File: config.mk
export PLATFORM = sky130hd
export DESIGN_NAME = led_cube_uart_rx_poller
export DESIGN_NICKNAME = d
export VERILOG_FILES = /design/src/rtl/led_cube_uart_pkg.sv /design/src/rtl/led_cube_byte_fifo.sv /design/src/rtl/led_cube_uart_rx_poller.sv
export SDC_FILE = /design/constraint.sdc
export NUM_CORES = 1
export LEC_CHECK = 0
export ABC_AREA = 0
export CORE_MARGIN = 2
export CORE_UTILIZATION = 35
export DETAILED_ROUTE_END_ITERATION = 10
export HOLD_SLACK_MARGIN = 0.02
export PLACE_DENSITY = 0.65
export SLEW_MARGIN = 20
export SYNTH_ARGS = -nofsm -noshare
export SYNTH_HDL_FRONTEND = slang
export SYNTH_SLANG_ARGS = --single-unit
File: constraint.sdc
create_clock -name clk -period 2.6 [get_ports clk]
set_input_delay 0.26 -clock clk [delete_from_list [all_inputs] [get_ports clk]]
set_output_delay 0.26 -clock clk [all_outputs]
set_load 0.02 [all_outputs]
File: src/rtl/led_cube_uart_pkg.sv
// Shared definitions for the LED cube UART receive path.
// Holds the poller FSM state encoding, the UART register map, the status
// register bit positions and the sticky error record type.
package led_cube_uart_pkg;

  // Poller FSM state encoding
  typedef logic [2:0] state_t;
  localparam state_t S_GAP       = 3'd0;
  localparam state_t S_STAT_RD   = 3'd1;
  localparam state_t S_STAT_WAIT = 3'd2;
  localparam state_t S_DATA_RD   = 3'd3;
  localparam state_t S_DATA_WAIT = 3'd4;

  // UART register map
  localparam logic [4:0] UART_ADDR_RXDATA = 5'd0;
  localparam logic [4:0] UART_ADDR_STATUS = 5'd2;

  // UART status register bit positions
  localparam int ST_PE   = 0;
  localparam int ST_FE   = 1;
  localparam int ST_BRK  = 2;
  localparam int ST_ROE  = 3;
  localparam int ST_TOE  = 4;
  localparam int ST_TMT  = 5;
  localparam int ST_TRDY = 6;
  localparam int ST_RRDY = 7;

  // Sticky error record, packed in err_flags bit order
  typedef struct packed {
    logic timeout;
    logic roe;
    logic fe;
    logic pe;
  } err_t;

endpackage

File: src/rtl/led_cube_byte_fifo.sv
// Show-ahead byte FIFO feeding the LED cube driver.
// Ports:
//   clk, rst_n  : clock, synchronous active-low reset
//   push, din   : write strobe and byte (ignored when full)
//   pop         : consume head byte (ignored when empty)
//   dout, valid : head byte and non-empty flag
//   full, level : full flag and occupancy (0..DEPTH)
module led_cube_byte_fifo #(
  parameter int DEPTH = 16,
  localparam int AW = $clog2(DEPTH),
  localparam int LW = AW + 1
) (
  input  logic          clk,
  input  logic          rst_n,
  input  logic          push,
  input  logic [7:0]    din,
  input  logic          pop,
  output logic [7:0]    dout,
  output logic          valid,
  output logic          full,
  output logic [LW-1:0] level
);

  logic [7:0]    mem [DEPTH];
  logic [AW-1:0] wr_ptr, rd_ptr;
  logic          do_push, do_pop;

  assign full    = (level == LW'(DEPTH));
  assign valid   = (level != '0);
  assign do_push = push && !full;
  assign do_pop  = pop && valid;
  // Zero when empty so the output is clean out of reset without clearing mem.
  assign dout    = valid ? mem[rd_ptr] : 8'h00;

  always_ff @(posedge clk) begin
    if (do_push) mem[wr_ptr] <= din;
  end

  // Pointers wrap naturally because DEPTH is a power of two.
  always_ff @(posedge clk) begin
    if (!rst_n) begin
      wr_ptr <= '0;
      rd_ptr <= '0;
      level  <= '0;
    end else begin
      if (do_push) wr_ptr <= wr_ptr + 1'b1;
      if (do_pop)  rd_ptr <= rd_ptr + 1'b1;
      if (do_push && !do_pop)      level <= level + 1'b1;
      else if (do_pop && !do_push) level <= level - 1'b1;
    end
  end

  // The poller never offers a byte when there is no room for it.
  a_no_push_full: assert property (@(posedge clk) disable iff (!rst_n) !(push && full));

endmodule

File: src/rtl/led_cube_uart_rx_poller.sv
// Avalon-MM master that polls the UART status register, reads rxdata when
// RRDY is set, and buffers received bytes for the LED cube driver.
// Ports:
//   clk, rst_n           : clock, synchronous active-low reset
//   avm_*                : Avalon-MM read master to the UART slave
//   byte_data/valid/ready: show-ahead byte stream to the cube driver
//   fifo_level           : bytes currently buffered
//   err_flags            : sticky {timeout, ROE, FE, PE}
//   err_clear            : pulse to clear err_flags (wins over a same-cycle set)
module led_cube_uart_rx_poller
  import led_cube_uart_pkg::*;
#(
  parameter int         FIFO_DEPTH  = 16,
  parameter int         POLL_GAP    = 8,
  parameter int         RSP_TIMEOUT = 255,
  parameter logic [4:0] ADDR_STATUS = UART_ADDR_STATUS,
  parameter logic [4:0] ADDR_RXDATA = UART_ADDR_RXDATA
) (
  input  logic                        clk,
  input  logic                        rst_n,
  output logic [4:0]                  avm_address,
  output logic                        avm_read,
  input  logic [15:0]                 avm_readdata,
  input  logic                        avm_readdatavalid,
  input  logic                        avm_waitrequest,
  output logic [7:0]                  byte_data,
  output logic                        byte_valid,
  input  logic                        byte_ready,
  output logic [$clog2(FIFO_DEPTH):0] fifo_level,
  output logic [3:0]                  err_flags,
  input  logic                        err_clear
);

  localparam int             LW       = $clog2(FIFO_DEPTH) + 1;
  localparam int             GW       = $clog2(POLL_GAP + 1);
  localparam logic [GW-1:0]  GAP_LOAD = GW'(POLL_GAP - 1);

  state_t        state, state_nxt;
  logic [GW-1:0] gap_cnt, gap_nxt;
  logic [7:0]    to_cnt;
  logic          to_hit;
  logic          push, full, fills;
  err_t          err, err_set;
  logic          unused_bits;

  // Only the status bits that feed err_flags and RRDY matter here.
  assign unused_bits = &{1'b0, avm_readdata[15:8], avm_readdata[ST_BRK], avm_readdata[ST_TOE],
                         avm_readdata[ST_TMT], avm_readdata[ST_TRDY]};

  assign avm_read    = (state == S_STAT_RD) || (state == S_DATA_RD);
  assign avm_address = (state == S_STAT_RD) ? ADDR_STATUS :
                       (state == S_DATA_RD) ? ADDR_RXDATA : 5'd0;
  assign to_hit      = (to_cnt == 8'(RSP_TIMEOUT));
  // The push about to land takes the last free slot: back off to GAP rather
  // than re-polling, so a later data read can never find the FIFO full.
  assign fills       = (fifo_level == LW'(FIFO_DEPTH - 1)) && !(byte_valid && byte_ready);
  assign err_flags   = err;

  always_comb begin
    state_nxt = state;
    gap_nxt   = gap_cnt;
    push      = 1'b0;
    err_set   = '0;
    case (state)
      S_GAP: begin
        if (gap_cnt != '0)  gap_nxt   = gap_cnt - 1'b1;
        else if (!full)     state_nxt = S_STAT_RD;
      end
      S_STAT_RD: if (!avm_waitrequest) state_nxt = S_STAT_WAIT;
      S_STAT_WAIT: begin
        if (avm_readdatavalid) begin
          err_set.roe = avm_readdata[ST_ROE];
          err_set.fe  = avm_readdata[ST_FE];
          err_set.pe  = avm_readdata[ST_PE];
          if (avm_readdata[ST_RRDY]) begin
            state_nxt = S_DATA_RD;
          end else begin
            gap_nxt   = GAP_LOAD;
            state_nxt = S_GAP;
          end
        end else if (to_hit) begin
          err_set.timeout = 1'b1;
          gap_nxt         = GAP_LOAD;
          state_nxt       = S_GAP;
        end
      end
      S_DATA_RD: if (!avm_waitrequest) state_nxt = S_DATA_WAIT;
      S_DATA_WAIT: begin
        if (avm_readdatavalid) begin
          push = 1'b1;
          if (fills) begin
            gap_nxt   = '0;
            state_nxt = S_GAP;
          end else begin
            state_nxt = S_STAT_RD;
          end
        end else if (to_hit) begin
          err_set.timeout = 1'b1;
          gap_nxt         = GAP_LOAD;
          state_nxt       = S_GAP;
        end
      end
      default: state_nxt = S_GAP;
    endcase
  end

  always_ff @(posedge clk) begin
    if (!rst_n) begin
      state   <= S_GAP;
      gap_cnt <= '0;
      to_cnt  <= '0;
      err     <= '0;
    end else begin
      state   <= state_nxt;
      gap_cnt <= gap_nxt;
      // Response timer only runs while waiting; it sits at 0 elsewhere, so
      // each *_WAIT state starts counting from 0.
      if ((state == S_STAT_WAIT) || (state == S_DATA_WAIT)) to_cnt <= to_cnt + 8'd1;
      else                                                  to_cnt <= '0;
      if (err_clear) err <= '0;
      else           err <= err | err_set;
    end
  end

  led_cube_byte_fifo #(.DEPTH(FIFO_DEPTH)) u_fifo (
    .clk   (clk),
    .rst_n (rst_n),
    .push  (push),
    .din   (avm_readdata[7:0]),
    .pop   (byte_ready),
    .dout  (byte_data),
    .valid (byte_valid),
    .full  (full),
    .level (fifo_level)
  );

endmodule

### Word-level counts from Yosys, hierarchy flattened

Memory sizes are Yosys's and may differ from the RTL's. A register that Yosys moved wholly into a read port is not among the register bits.
Cells that the tools add are included.

| word-level totals | value |
|---|---|
| register bits | 32 |
| RAM bits | 128 |
| input port bits | 22 |
| output and inout bits | 24 |
| logic and storage cells | 85 |
| memories kept | 1 |

Memories:

| memory | depth | width | rd ports | clocked after Yosys merged registers in | wr ports | line | source |
|---|---|---|---|---|---|---|---|
| u_fifo.mem | 16 | 8 | 1 | 1 | 1 | led_cube_byte_fifo.sv:24 | `logic [7:0] mem [DEPTH];` |

| cells by class | value |
|---|---|
| add/subtract/negate cells | 6 |
| equality and inequality tests | 14 |
| multiplexer cells | 32 |
| bitwise operators | 2 |
| reduce and logical (&&, ||, !) cells | 20 |

Operators by type and width:

| kind | number |
|---|---|
| two-way mux 4 bit | 8 |
| two-way mux 3 bit | 9 |
| case mux 3 bit (5 select lines) | 1 |
| case mux 4 bit (3 select lines) | 1 |
| two-way mux 5 bit | 2 |
| != test 2 bit, second input constant | 5 |
| adder 4 x 1 -> 4 bit, second input constant | 2 |
| adder 8 x 1 -> 8 bit, second input constant | 1 |
| equality test 8 bit, second input constant | 1 |
| two-way mux 1 bit | 8 |
| two-way mux 8 bit | 1 |
| AND reduction 4 bit | 2 |
| equality test 3 x 2 -> 1 bit, second input constant | 2 |
| != test 3 bit, second input constant | 2 |
| adder 5 x 1 -> 5 bit, second input constant | 1 |
| equality test 5 x 4 -> 1 bit, second input constant | 1 |
| equality test 5 bit, second input constant | 1 |
| logical AND 1 bit | 5 |
| nonzero test 5 bit | 1 |
| subtractor 5 x 1 -> 5 bit, second input constant | 1 |
| two-way mux 2 bit | 2 |
| bitwise OR 4 bit | 1 |
| nonzero test 4 bit | 1 |
| OR reduction 2 bit | 2 |
| other kinds (10) | 13 |

### Longest topological paths before layout

Gate-level depths: netlist of the first run.

| depth | value |
|---|---|
| depth after elaboration | 7 |
| depth in mapped cells | 11 |
| gate-level depth less buffers | 11 |

### Cells and area by module

From an unflattened synthesis of the first run, not the netlist that was laid out.

| second synthesis, totals | value |
|---|---|
| cells, all modules | 452 |
| area total of the unflattened synthesis | 6974.2 µm² |

Modules (own cells, without submodules):

| module | times used | cells an instance | area an instance (µm²) | sequential area each (µm²) |
|---|---|---|---|---|
| led_cube_byte_fifo | 1 | 321 | 5904.4 | 4184.0 |
| led_cube_uart_rx_poller | 1 | 131 | 1069.8 | 380.4 |

### Worst setup path after synthesis of the first run

OpenSTA, ideal clock, no wires.

| timing | value |
|---|---|
| path type | reg-to-reg |
| start | register u_fifo.level[0] |
| end | register u_fifo.level[4] |
| setup time | 0.076 ns |
| arrival | 2.763 ns |
| data required time | 2.524 ns |
| slack | -0.239 ns |
| stages on the path, launching flop included | 12 |
| buffers on the path | 0 |
| clock period less this slack | 2.839 ns |
| cell sequence | dfxtp_1 -> nor4_4 -> nand2b_1 -> nand2_2 -> ha_1 -> inv_1 -> fa_1 -> a21o_1 -> a21oi_1 -> xnor2_1 -> or3_1 -> a21boi_0 |

| between the ends | value |
|---|---|
| elaborated cells between the ends (all ways) | 14 |
| those cells by class | add/sub: 2; eq/ne: 1; mux: 2; reduce/logical: 9 |

RTL lines:

| item | line | source |
|---|---|---|
| from (decl) | led_cube_byte_fifo.sv:21 | `output logic [LW-1:0] level` |
| from (signal assigned) | led_cube_byte_fifo.sv:48 | `if (do_push && !do_pop) level <= level + 1'b1;` |
| from (signal assigned) | led_cube_byte_fifo.sv:49 | `else if (do_pop && !do_push) level <= level - 1'b1;` |
| nonzero test 5 bit (*) | led_cube_byte_fifo.sv:29 | `assign valid = (level != '0);` |
| named net byte_valid | led_cube_uart_rx_poller.sv:27 | `output logic byte_valid,` |
| logical AND 1 bit (*) | led_cube_byte_fifo.sv:31 | `assign do_pop = pop && valid;` |
| zero test 1 bit | led_cube_byte_fifo.sv:48 |  |
| logical AND 1 bit | led_cube_byte_fifo.sv:48 |  |
| two-way mux 5 bit / nonzero test 2 bit (equally long branches) | n/a |  |

Mark *: on every way through the listed nets, which the timed path passes. The rest lies on a longest branch. The select of a mux whose other input is x is not followed.
A chain may end at the register's enable or synchronous reset.

==> results.txt, run 1 <==
The flow ran to the end, and the final reports show no timing, DRC or antenna violations. The post-placement cell count is 747. The ratio of routed vias to standard cells is 4.88. The number of cells on the worst hold path came out at 1. The part of the cycle the worst path needs came out at 96.6%.

The portion of synthesized cell area occupied by the leading cell type is 56.5%. Across all setup checks in the final design, the least slack found is 0.0877 ns. The number of flops mapped to enable cells by yosys is 128. The number of maximum-capacitance violations is 0. The initial core utilization is 35.3%. Of the total power, combinational logic draws 30.0%. The number of failing hold endpoints at the final stage is 0.

The number of distinct library cells after synthesis is 55. Yosys attributes the largest share of cell area to sky130_fd_sc_hd__edfxtp_1, sky130_fd_sc_hd__dfxtp_1, sky130_fd_sc_hd__mux4_2, sky130_fd_sc_hd__mux2i_1, sky130_fd_sc_hd__ha_1. The first-pass GRT wire length is 21000 microns. The path class of the tightest hold or removal check is reg2reg. The number of hold-repair buffers added at the cts stage is 0. The clock network fraction of total power is 31.2%. In this run, the number of DRC markers left after iteration 0 of detailed routing was 277. For the pin with the worst max-slew slack, the measured transition is 0.590 ns. The sum of routed wire segments on met1 came out at 5710 microns. The internal power is 5.57 mW. The buffers inserted during post-CTS setup optimization is 0. After detailed routing, the average wire length per cell comes to 16.8 microns. The flip-flop and latch count after synthesis is 164. The signal on the critical path passes through buf_8 -> mux4_2 -> mux2i_2 -> o22ai_1 -> dlygate4sd2_1. From synthesis to final layout, the design area changed by 21.6%. The cell with the most instances after synthesis is sky130_fd_sc_hd__edfxtp_1. The highest clock frequency the design can meet is 398 MHz. The clock latency on the worst-skew pair is 0.41 ns.

The fraction of layout cells with a size suffix above 1 is 22.2%. The worst setup path is launched from a register. In this run the worst path has a maximum fanout of 10. The routability congestion estimate came out at 0.755. For the worst flop-to-flop path, the logic depth is 11.

sky130_fd_sc_hd__edfxtp_1 takes more of the synthesized area than any other cell. The number of levels the H-tree was split into is 4. The die height is 143 microns.

The worst setup slack before clock tree synthesis came out at -0.244 ns. The number of global-route vias before repair came out at 3895. The sequential fraction of design power is 38.8%. The diode insertion count for antenna repair came out at 0.

The total wire length is 13000 microns. For this design the total switching power over the nets is 2.24 mW. On the worst path, the slowest cell contributes a delay of 0.53 ns. In this run the clock root is driven by a sky130_fd_sc_hd__clkbuf_16. In the synthesized netlist the async set-or-reset flop fraction comes to 0%.

Detailed routing placed a total of 423 microns of wire on met3. The tree built by TritonCTS fans out to 164 sinks. The worst setup skew after layout is 0.00605 ns. The placement row count is 51. The critical path data arrival time is 2.25 ns. The worst-case IR drop observed on VDD is 0.610 mV. The clock period minus worst slack came out at 2.51 ns. The mean area per synthesized cell came out at 15.8 sq um.

TritonCTS built the clock tree. The full die area is 20600 sq um. The die is 143 microns wide.

The maximum count of clock buffers along a single path is 2. Clock tree synthesis inserted a total of 17 buffers. The register clock-pin slew on the reported worst setup and hold paths came out at 0.06 ns.

Detailed routing placed a total of 6610 microns of wire on met2. The max-slew violation count is 0. The leakage power figure came out at 2.73 nW. After layout, the design draws a total of 7.81 mW.

Before antenna repair, the detailed router went through 6 iterations. The total of endpoints with negative setup slack in the final report is 0. Sequential cells were found to cover 67.0% of the synthesized design area. The total core area is 19300 sq um.

The switching fraction of total power came out at 28.7%. The count of non-filler cells in the finished layout came out at 778. In the global route stage, overall resource usage came out at 13.5%. The wire-length estimate of the detail-placed layout is 8750 microns. The endpoint required time on the critical path came out at 2.34 ns. The mapped netlist covers 6810 sq um. The Yosys step of the flow raised 0 warnings.

The highest layer used for signal routing is met4. The areal power density over the cells is 944 nW/um^2. Hold timing on the final database bottoms out at a slack of 0.458 ns. Headroom to the max-slew limit came out at 60.5%. The worst setup path is of the reg2out kind.

Entering global routing, the biggest net connects 33 pins. In the routed design, unresolved DRC markers number 0. The share of the core filled with cells in the final layout is 43.0%. The cell count after synthesis came out at 432. After the last flow step, the layout net total stands at 535. The commonest cells after synthesis are sky130_fd_sc_hd__edfxtp_1, sky130_fd_sc_hd__dfxtp_1, sky130_fd_sc_hd__mux4_2, sky130_fd_sc_hd__nor2_1, sky130_fd_sc_hd__nand2_1. The total global routing overflow is 0. The initial antenna violation count was 0. The slowest stage of the critical path is the sky130_fd_sc_hd__mux4_2 cell.

STA classifies the critical path endpoint as a primary output. For this run, the leading register cell type out of synthesis is sky130_fd_sc_hd__edfxtp_1. The top-level I/O count is 46.

The number of routed nets with antenna violations came out at 0. The total via count after detailed routing is 3799. The count of buffers inserted at the top-level ports came out at 33.
metal layers:
layer | GRT usage (%) | vias up
met2 | 22.4 | 74
met1 | 17.0 | 1923
met4 | 5.06 | 0
li1 | - | 1789
met5 | 0 | -
met3 | 3.83 | 13
state kept, by name, indices dropped and copies added, names as in the netlist, named ones only:
| signal | count |
|---|---|
| state | 3 |
| err_flags | 4 |
| u_fifo.level | 5 |
| u_fifo.wr_ptr | 4 |
| u_fifo.mem | 128 |
| gap_cnt | 4 |
| u_fifo.rd_ptr | 4 |
| to_cnt | 8 |
power by group through the flow:
stage	Sequential, mW	Combinational, mW	Clock [mW]
3_3_place_gp	3.08	2.32	0
3_5_place_dp	3.09	2.39	0
5_1_grt	3.05	2.56	2.59
6_report	3.04	2.34	2.44
2_1_floorplan	3.12	1.48	0
4_1_cts	3.03	2.36	2.49
what timing repair did:
action	CTS	global route
gates resized for setup	11	6
pin swaps	1	1
setup endpoints to repair	9	2
metrics by stage:
stage               setup TNS (ns)  instance area [sq um]
floorplan                        0                   6840
global placement            -0.143                   7690
detailed placement          -0.244                   7690
CTS                              0                   8270
global route              -0.00365                   8280
finish                           0                   8280
placed cells by master, fill, tap and decap left out, drive strengths merged, types with 13 or more instances in the layout:
cell	netlist	layout
clkbuf	10	20
edfxtp	128	128
dfxtp	36	36
clkdlybuf4s50	0	25
mux4	32	32
buf	14	38
nand2	20	20
nor2	32	32
mux2i	17	17
a21oi	13	13
cell type report:
class,instances,area [sq um]
clock buffers,20,437
clock inverters,11,135
fillers,1740,11000
inverters,6,22.5
multi-input cells,241,2150
flip-flops and latches,164,4570
well taps,265,332
repair buffers,71,638
cell families (layout without fill, tap and decap cells):
family,after synthesis,count (layout),share of synthesized area (%)
other cells,1,4,0.0551
xor+xnor,16,16,2.06
flops,164,164,67.0
compound gates,56,56,5.50
buf+inv,30,108,2.00
fa+ha+maj,12,12,2.32
simple gates,104,104,7.94
mux,49,49,13.1
path summary, 6_finish.rpt:
path | slack (ns) | from | end
max | 0.09 | register | byte_data[1]
min | 0.46 | to_cnt[0]$_SDFF_PN0_ | to_cnt[0]$_SDFF_PN0_
max reg2reg | 0.18 | u_fifo.level[3]$_SDFFE_PN0P_ | u_fifo.level[4]$_SDFFE_PN0P_
min reg2reg | 0.46 | to_cnt[0]$_SDFF_PN0_ | to_cnt[0]$_SDFF_PN0_
critical path: cells and delay by family (launching register included):
kind | cells | cell delay, ns
AOI/OAI and AO/OA | 1 | 0.17
buffers and inverters | 2 | 0.54
DFF | 1 | 0.37
muxes | 2 | 0.76
(Power assumes the default switching activity.)
==> run 2: changes to the inputs <==
--- a/config.mk
+++ b/config.mk
@@ -5,7 +5,7 @@
 export SDC_FILE = /design/constraint.sdc
 export NUM_CORES = 1
 export LEC_CHECK = 0
-export ABC_AREA = 0
+export ABC_AREA = 1
 export CORE_MARGIN = 2
 export CORE_UTILIZATION = 35
 export DETAILED_ROUTE_END_ITERATION = 10
==> run 2 against run 1 <==
First-iteration DRC count rose by 10%. Design area up 3.2%. Critical path depth rose by 2. Routed wire length increased by 16%. Power rose by 4.2%. Critical path type unchanged. Worst setup slack better by 0.078 ns. Largest power group unchanged.
==> results.txt, run 2 <==
The share of flip-flops with an asynchronous set or reset came out at 0%. The netlist area before placement is 7130 sq um. The synthesis-to-finish area growth is 19.8%. For the final database, setup skew stands at 0.00926 ns. In this run the standard cell core region covers 20100 sq um. The max-slew violation count is 0. The full die area came out at 21500 sq um.

The clock period minus worst slack is 2.43 ns. After global routing the overflow that remains totals 0. Net switching is 33.9% of the power. The startpoint of the most critical hold path is avm_waitrequest. The peak supply drop is 0.572 mV.

TritonCTS created 17 clock buffers. The H-tree generated during clock tree synthesis spans 4 levels. The commonest cells after synthesis are sky130_fd_sc_hd__nand2_1, sky130_fd_sc_hd__edfxtp_1, sky130_fd_sc_hd__nand3_1, sky130_fd_sc_hd__nor2_1, sky130_fd_sc_hd__inv_1. The floorplan step set the die height to 147 microns. The number of cells on the worst hold path is 3. The most frequent standard cell in the layout excluding fill and tap cells is sky130_fd_sc_hd__nand2_1. For the pin with the worst max-slew slack, the measured transition is 0.651 ns. Leaving out fill and tap cells, the most frequent cells in the layout are sky130_fd_sc_hd__nand2_1, sky130_fd_sc_hd__edfxtp_1, sky130_fd_sc_hd__nand3_1. The ratio of routed vias to standard cells came out at 4.73. The worst setup path is captured at a primary output. The fraction of layout cells with a size suffix above 1 came out at 11.3%. Entering global routing, the biggest net connects 33 pins.

The mean area per synthesized cell is 10.3 sq um. The share of the core filled with cells in the final layout is 42.5%. sky130_fd_sc_hd__nand2_1 is the most common cell in the netlist. The number of fill cells in the layout is 1906. Setup violations remaining at the end of the flow were counted as 0.

The run finished with clean final reports. The total global-route track usage came out at 14.7%. The footprint of the flip-flops and latches is 4570 sq um. In this run, the number of DRC markers left after iteration 0 of detailed routing was 305. For this design, the sink count on the clock tree is 164.

Setup repair after global routing left no endpoint under its margin. The number of global-route vias before repair came out at 4717. The analysis attributes to net switching a power of 2.76 mW.

The root buffer selected by CTS is sky130_fd_sc_hd__clkbuf_16. The maximum count of clock buffers along a single path came out at 2. In this run, synthesis inferred 128 flip-flops with an integrated enable.

The worst hold slack is 0.443 ns. The number of failing hold endpoints at the final stage is 0. The areal power density over the cells is 952 nW/um^2. The register with the most flip-flops is u_fifo.mem.

For this run, the leading register cell type out of synthesis is sky130_fd_sc_hd__edfxtp_1. The initial core utilization is 35.5%. The power share of the combinational group came out at 32.6%. The type of element launching the critical path is a register. The die span in x came out at 147 microns. The endpoint required time on the critical path came out at 2.34 ns.

The multi-input combinational cell area came out at 2250 sq um. The placement row count is 52. The highest clock frequency the design can meet is 411 MHz. TritonCTS built the clock tree. The clock latency on the worst-skew pair is 0.43 ns.

The critical path data arrival time came out at 2.17 ns. The part of the cycle the worst path needs is 93.6%. Summed over all instances, the cell type with the most area after synthesis is sky130_fd_sc_hd__edfxtp_1. The placed wire-length estimate came out at 9860 microns. After clock tree synthesis, the clock-pin slew on the worst setup and hold paths is 0.06 ns. The number of routed nets with antenna violations is 0. The total via count after detailed routing is 4892. The buffers inserted during post-CTS setup optimization came out at 0. The internal power is 5.38 mW. The clock network fraction of total power is 29.9%.

The number of cells traversed by the worst register-to-register path came out at 12. The number of distinct library cells after synthesis is 32. The worst register-to-register path begins at u_fifo.level[1]$_SDFFE_PN0P_. The total negative slack for setup checks came out at 0 ns. The part of the Yosys area used for sequential elements is 64.0%. For this run, the post-layout net count is 785. The routability congestion estimate is 0.808.

For this run, the number of Yosys warnings is 0. The initial antenna violation count is 0. The class of the most critical hold timing path is in2reg. The diode insertion count for antenna repair is 0.

For this block, the routed nets add up to 15100 microns of wire. The residual DRC count came out at 0. The flip-flop count of the largest register after layout is 128.

The portion of synthesized cell area occupied by the leading cell type came out at 53.9%. The number of iterations in the first detailed-routing pass is 5. The relative slew slack is 56.5%. The leakage power figure came out at 3.22 nW. The first-pass GRT wire length is 24300 microns. The cell count after synthesis is 692. Ranked by total cell area, the synthesized netlist is headed by sky130_fd_sc_hd__edfxtp_1, sky130_fd_sc_hd__dfxtp_1, sky130_fd_sc_hd__nand2_1, sky130_fd_sc_hd__nand3_1, sky130_fd_sc_hd__nor2_1. The largest registers in the layout are u_fifo.mem x128, to_cnt x8, u_fifo.level x5.

Buffers placed on the I/O ports in this run total 33. In the final routed layout, each cell accounts on average for 14.6 microns. Along the worst path, the maximum fanout reaches 18. The flip-flop and latch count after synthesis is 164. The top-level I/O count is 46.

The number of maximum-capacitance violations came out at 0. The startpoint-to-endpoint class of the critical path is reg2out. In this run, flip-flops and latches consume 37.5% of the power.
[run 2: path summary, 6_finish.rpt]
check	end	slack, ns
worst max register to register	u_fifo.level[4]$_SDFFE_PN0P_	0.34
worst max-delay path	byte_data[0]	0.17
worst min-delay path	state[1]$_SDFFE_PN0P_	0.44
worst min register to register	to_cnt[0]$_SDFF_PN0_	0.45
[run 2: logic make-up (layout without fill, tap and decap cells)]
family / count (synthesis) / in the layout / share of synthesized area (%)
simple gates: 375 / 375 / 23.4
flops: 164 / 164 / 64.0
buf+inv: 71 / 140 / 4.63
compound gates: 57 / 57 / 4.30
fa+ha+maj: 12 / 12 / 2.21
xor+xnor: 12 / 12 / 1.47
other cells: 1 / 4 / 0.0526
[run 2: stage by stage]
stage / setup slack (ns) / power (mW) / instances / instance area (sq um)
finish: 0.165 / 8.14 / 1034 / 8550
global route: 0.0880 / 8.61 / 1034 / 8550
CTS: 0.00521 / 8.21 / 1034 / 8540
detailed placement: 0.0715 / 5.77 / 1001 / 7940
global placement: 0.105 / 5.73 / 1001 / 7940
floorplan: 0.370 / 4.90 / 695 / 7150
[run 2: layout make-up]
class	instances	area share [%]
sequential	164	53.4
multi-input combinational	460	26.3
tap	270	3.95
clock buffer	23	5.61
clock inverter	9	1.13
inverter	41	1.80
timing repair buffer	67	7.74
[run 2: timing repair]
item,4_1_cts,5_1_grt
cloned,1,0
pin swaps,0,0
hold buffers,0,0
setup endpoints to repair,6,3
resized for setup,6,3
[run 2: metal layers]
layer / global-route usage, % / part of all wire (%) / vias up
met3: 3.29 / 5.8 / 25
met4: 5.63 / 2.1 / 0
met2: 23.6 / 46 / 144
met5: 0 / 0 / -
met1: 19.6 / 46 / 2268
li1: - / - / 2455
[run 2: worst max-delay path: stages (launching register included)]
cell and delay (ns):
sky130_fd_sc_hd__dfxtp_2 0.41, sky130_fd_sc_hd__buf_4 0.26, sky130_fd_sc_hd__nand2_1 0.07, sky130_fd_sc_hd__nand3_1 0.08, sky130_fd_sc_hd__nand3_1 0.09, sky130_fd_sc_hd__a21oi_1 0.23
sky130_fd_sc_hd__o21a_1 0.25, sky130_fd_sc_hd__dlygate4sd2_1 0.35
[run 2: power by group through the flow]
stage	clock [mW]	sequential (mW)	combinational [mW]
6_report	2.44	3.05	2.65
5_1_grt	2.57	3.06	2.97
4_1_cts	2.48	3.05	2.68
3_5_place_dp	0	3.10	2.67
3_3_place_gp	0	3.10	2.63
2_1_floorplan	0	3.11	1.79
==> run 3: changes to the inputs <==
--- a/config.mk
+++ b/config.mk
@@ -6,6 +6,7 @@
 export NUM_CORES = 1
 export LEC_CHECK = 0
 export ABC_AREA = 1
+export CAP_MARGIN = 20
 export CORE_MARGIN = 2
 export CORE_UTILIZATION = 35
 export DETAILED_ROUTE_END_ITERATION = 10
@@ -15,3 +16,4 @@
 export SYNTH_ARGS = -nofsm -noshare
 export SYNTH_HDL_FRONTEND = slang
 export SYNTH_SLANG_ARGS = --single-unit
+export TNS_END_PERCENT = 10
==> run 3 against run 2 <==
Die area unchanged. Sequential power about the same. Combinational power decreased by 2%. Flip-flop and latch count unchanged. Register-to-register slack about the same. Largest power group unchanged. Worst setup slack improved by 0.040 ns. Maximum frequency increased by 1.7%. Sequential share of layout area increased by 0.20 points. Power decreased by 0.52%.
==> results.txt, run 3 (synthesis results as in run 2) <==
The number of maximum-capacitance violations came out at 0. The reg-to-reg critical path endpoint is u_fifo.level[4]$_SDFFE_PN0P_. The largest stage delay on the critical path came out at 0.35 ns. The critical-path maximum fanout is 32. TritonCTS built the clock tree. The number of cells on the worst reg-to-reg path is 12.

The diode insertion count for antenna repair came out at 0. The area growth from synthesis to layout is 19.3%. The library cells used most frequently in the layout, excluding fill and tap cells, are sky130_fd_sc_hd__nand2_1, sky130_fd_sc_hd__edfxtp_1, sky130_fd_sc_hd__nand3_1.

The class of the most critical hold timing path is in2reg. The internal power is 5.33 mW. The beginning of the worst register-to-register path is u_fifo.level[1]$_SDFFE_PN0P_. For this run, design rule violations remaining after detail routing come to 0. The number of global-route vias before repair came out at 4687. The total stage count of the critical path is 8. The clock period minus worst slack came out at 2.39 ns. The worst hold slack came out at 0.441 ns. The first-pass GRT wire length came out at 24100 microns. The leakage power figure came out at 3.20 nW.

The routability congestion estimate came out at 0.808. The initial antenna violation count came out at 0. The register with the most flip-flops is u_fifo.mem. The number of buffers added by the clock tree synthesis step came out at 17. The net count reported at finish came out at 784. The total global-route track usage came out at 14.5%. The die height came out at 147 microns. The switching fraction of total power came out at 34.1%. The placement row count came out at 52. The max-slew violation count came out at 0.

Cells fill 42.4% of the core in the end. The worst setup slack for register-to-register paths came out at 0.34 ns. The library cell contributing the largest single delay on the critical path is sky130_fd_sc_hd__dfxtp_2. The startpoint-to-endpoint class of the critical path is reg2out. The part of the cycle the worst path needs came out at 92.1%. The detailed-route wire length per cell came out at 14.6 microns.

The most frequent standard cell in the layout excluding fill and tap cells is sky130_fd_sc_hd__nand2_1. The placed wire-length estimate came out at 9860 microns. The flip-flop count of the largest register after layout is 128. The power share of the combinational group came out at 32.1%. For the worst-skew pair, the clock arrives at the later sink with an insertion delay of 0.42 ns. Traced cell by cell, the critical path runs through inv_2 -> buf_12 -> nand2_1 -> nand3_1 -> nand3_1 -> a21oi_1 -> o21a_1 -> dlygate4sd2_1. The endpoint required time on the critical path came out at 2.34 ns. The worst-case IR drop observed on VDD is 0.568 mV. CTS built an H-tree with a depth of 4. In this run the power spent charging and discharging nets is 2.76 mW. The critical path endpoint is byte_data[0]. The register clock-pin slew on the reported worst setup and hold paths is 0.06 ns. The total via count after detailed routing is 4864. The buffers plus inverters on the worst setup path is 3. After detailed routing, the total wire length is 15000 microns. The worst setup path is captured at a primary output. Setup repair after global routing left no endpoint under its margin. The number of hold-repair buffers added at the cts stage came out at 0.

The total area inside the core boundary comes to 20100 sq um. The iteration-0 DRC count of the detailed router is 302. The count of buffers inserted at the top-level ports came out at 33. Global routing finished with a remaining overflow of 0. STA classifies the critical path startpoint as a register. The slew at the pin closest to its max-slew limit came out at 0.648 ns. The clock net sink count came out at 164. The buffers inserted during post-CTS setup optimization came out at 0. The clock network is responsible for 30.3% of the overall power. The most prevalent standard cell on the critical path is sky130_fd_sc_hd__nand3_1. The die span in x is 147 microns. The largest registers in the layout are u_fifo.mem x128, to_cnt x8, u_fifo.level x5. The fraction of layout cells with a size suffix above 1 is 11.1%. The sequential fraction of design power came out at 37.6%. Entering global routing, the biggest net connects 47 pins. The number of routed nets with antenna violations is 0. The top-level I/O count is 46. The tree is rooted in a sky130_fd_sc_hd__clkbuf_16. The relative slew slack came out at 56.7%.

The flow ran to the end, and the final reports show no timing, DRC or antenna violations. Before antenna repair, the detailed router went through 6 iterations. After clock tree synthesis, the repair step resized 6 gates.

The total of endpoints with negative setup slack in the final report came out at 0. The maximum count of clock buffers along a single path came out at 2. The number of failing hold endpoints at the final stage is 0.

The ratio of routed vias to standard cells is 4.71. Dividing total power by cell area gives a power density of 951 nW/um^2. The total negative slack for setup checks is 0 ns. The highest clock frequency the design can meet is 418 MHz. For this configuration, the core starts out at a cell density of 35.5%.

Among cell families on the critical path, the largest total delay comes from buffers and inverters. The full die area is 21500 sq um. The critical path data arrival time came out at 2.13 ns. The worst setup skew after layout is 0.00860 ns.
[run 3: metal layers]
layer,wire (microns),global-route usage [%]
met2,6940,23.0
met5,0,0
met3,853,3.29
met4,277,5.68
met1,6970,19.5
[run 3: worst min path at each step]
stage | from | to | slack, ns | depth (start not counted)
global route | avm_waitrequest | state[1]$_SDFFE_PN0P_ | 0.45 | 3
global placement | to_cnt[0]$_SDFF_PN0_ | to_cnt[0]$_SDFF_PN0_ | 0.43 | 1
detailed placement | err_flags[0]$_SDFF_PP0_ | err_flags[0]$_SDFF_PP0_ | 0.44 | 2
CTS | avm_waitrequest | state[1]$_SDFFE_PN0P_ | 0.43 | 3
finish | avm_waitrequest | state[1]$_SDFFE_PN0P_ | 0.44 | 3
floorplan | avm_readdata[0] | u_fifo.mem[0][0]$_DFFE_PP_ | 0.36 | 0
[run 3: final cells by class]
class	count	area, sq um
inverter	41	154
timing repair buffer	66	629
clock inverter	9	96.3
clock buffer	23	479
fill	1908	11600
sequential	164	4570
tap	270	338
multi-input combinational	460	2250
[run 3: stage by stage]
stage | std cells | total power [mW] | instance area, sq um | setup WS, ns
2_1_floorplan | 695 | 4.90 | 7150 | 0.370
3_3_place_gp | 1001 | 5.73 | 7940 | 0.105
3_5_place_dp | 1001 | 5.77 | 7940 | 0.0715
4_1_cts | 1033 | 8.15 | 8510 | 0.0242
5_1_grt | 1033 | 8.55 | 8510 | 0.118
6_report | 1033 | 8.10 | 8510 | 0.205
[run 3: power groups by stage]
| stage | registers (mW) | logic (mW) | clock network, mW |
|---|---|---|---|
| floorplan | 3.11 | 1.79 | 0 |
| global placement | 3.10 | 2.63 | 0 |
| detailed placement | 3.10 | 2.67 | 0 |
| CTS | 3.05 | 2.63 | 2.48 |
| global route | 3.06 | 2.91 | 2.57 |
| finish | 3.04 | 2.60 | 2.45 |
[run 3: worst min-delay path, cell delays in order]
cell and delay, ns:
sky130_fd_sc_hd__clkdlybuf4s50_1 0.43, sky130_fd_sc_hd__nand2_1 0.08, sky130_fd_sc_hd__a21oi_1 0.05
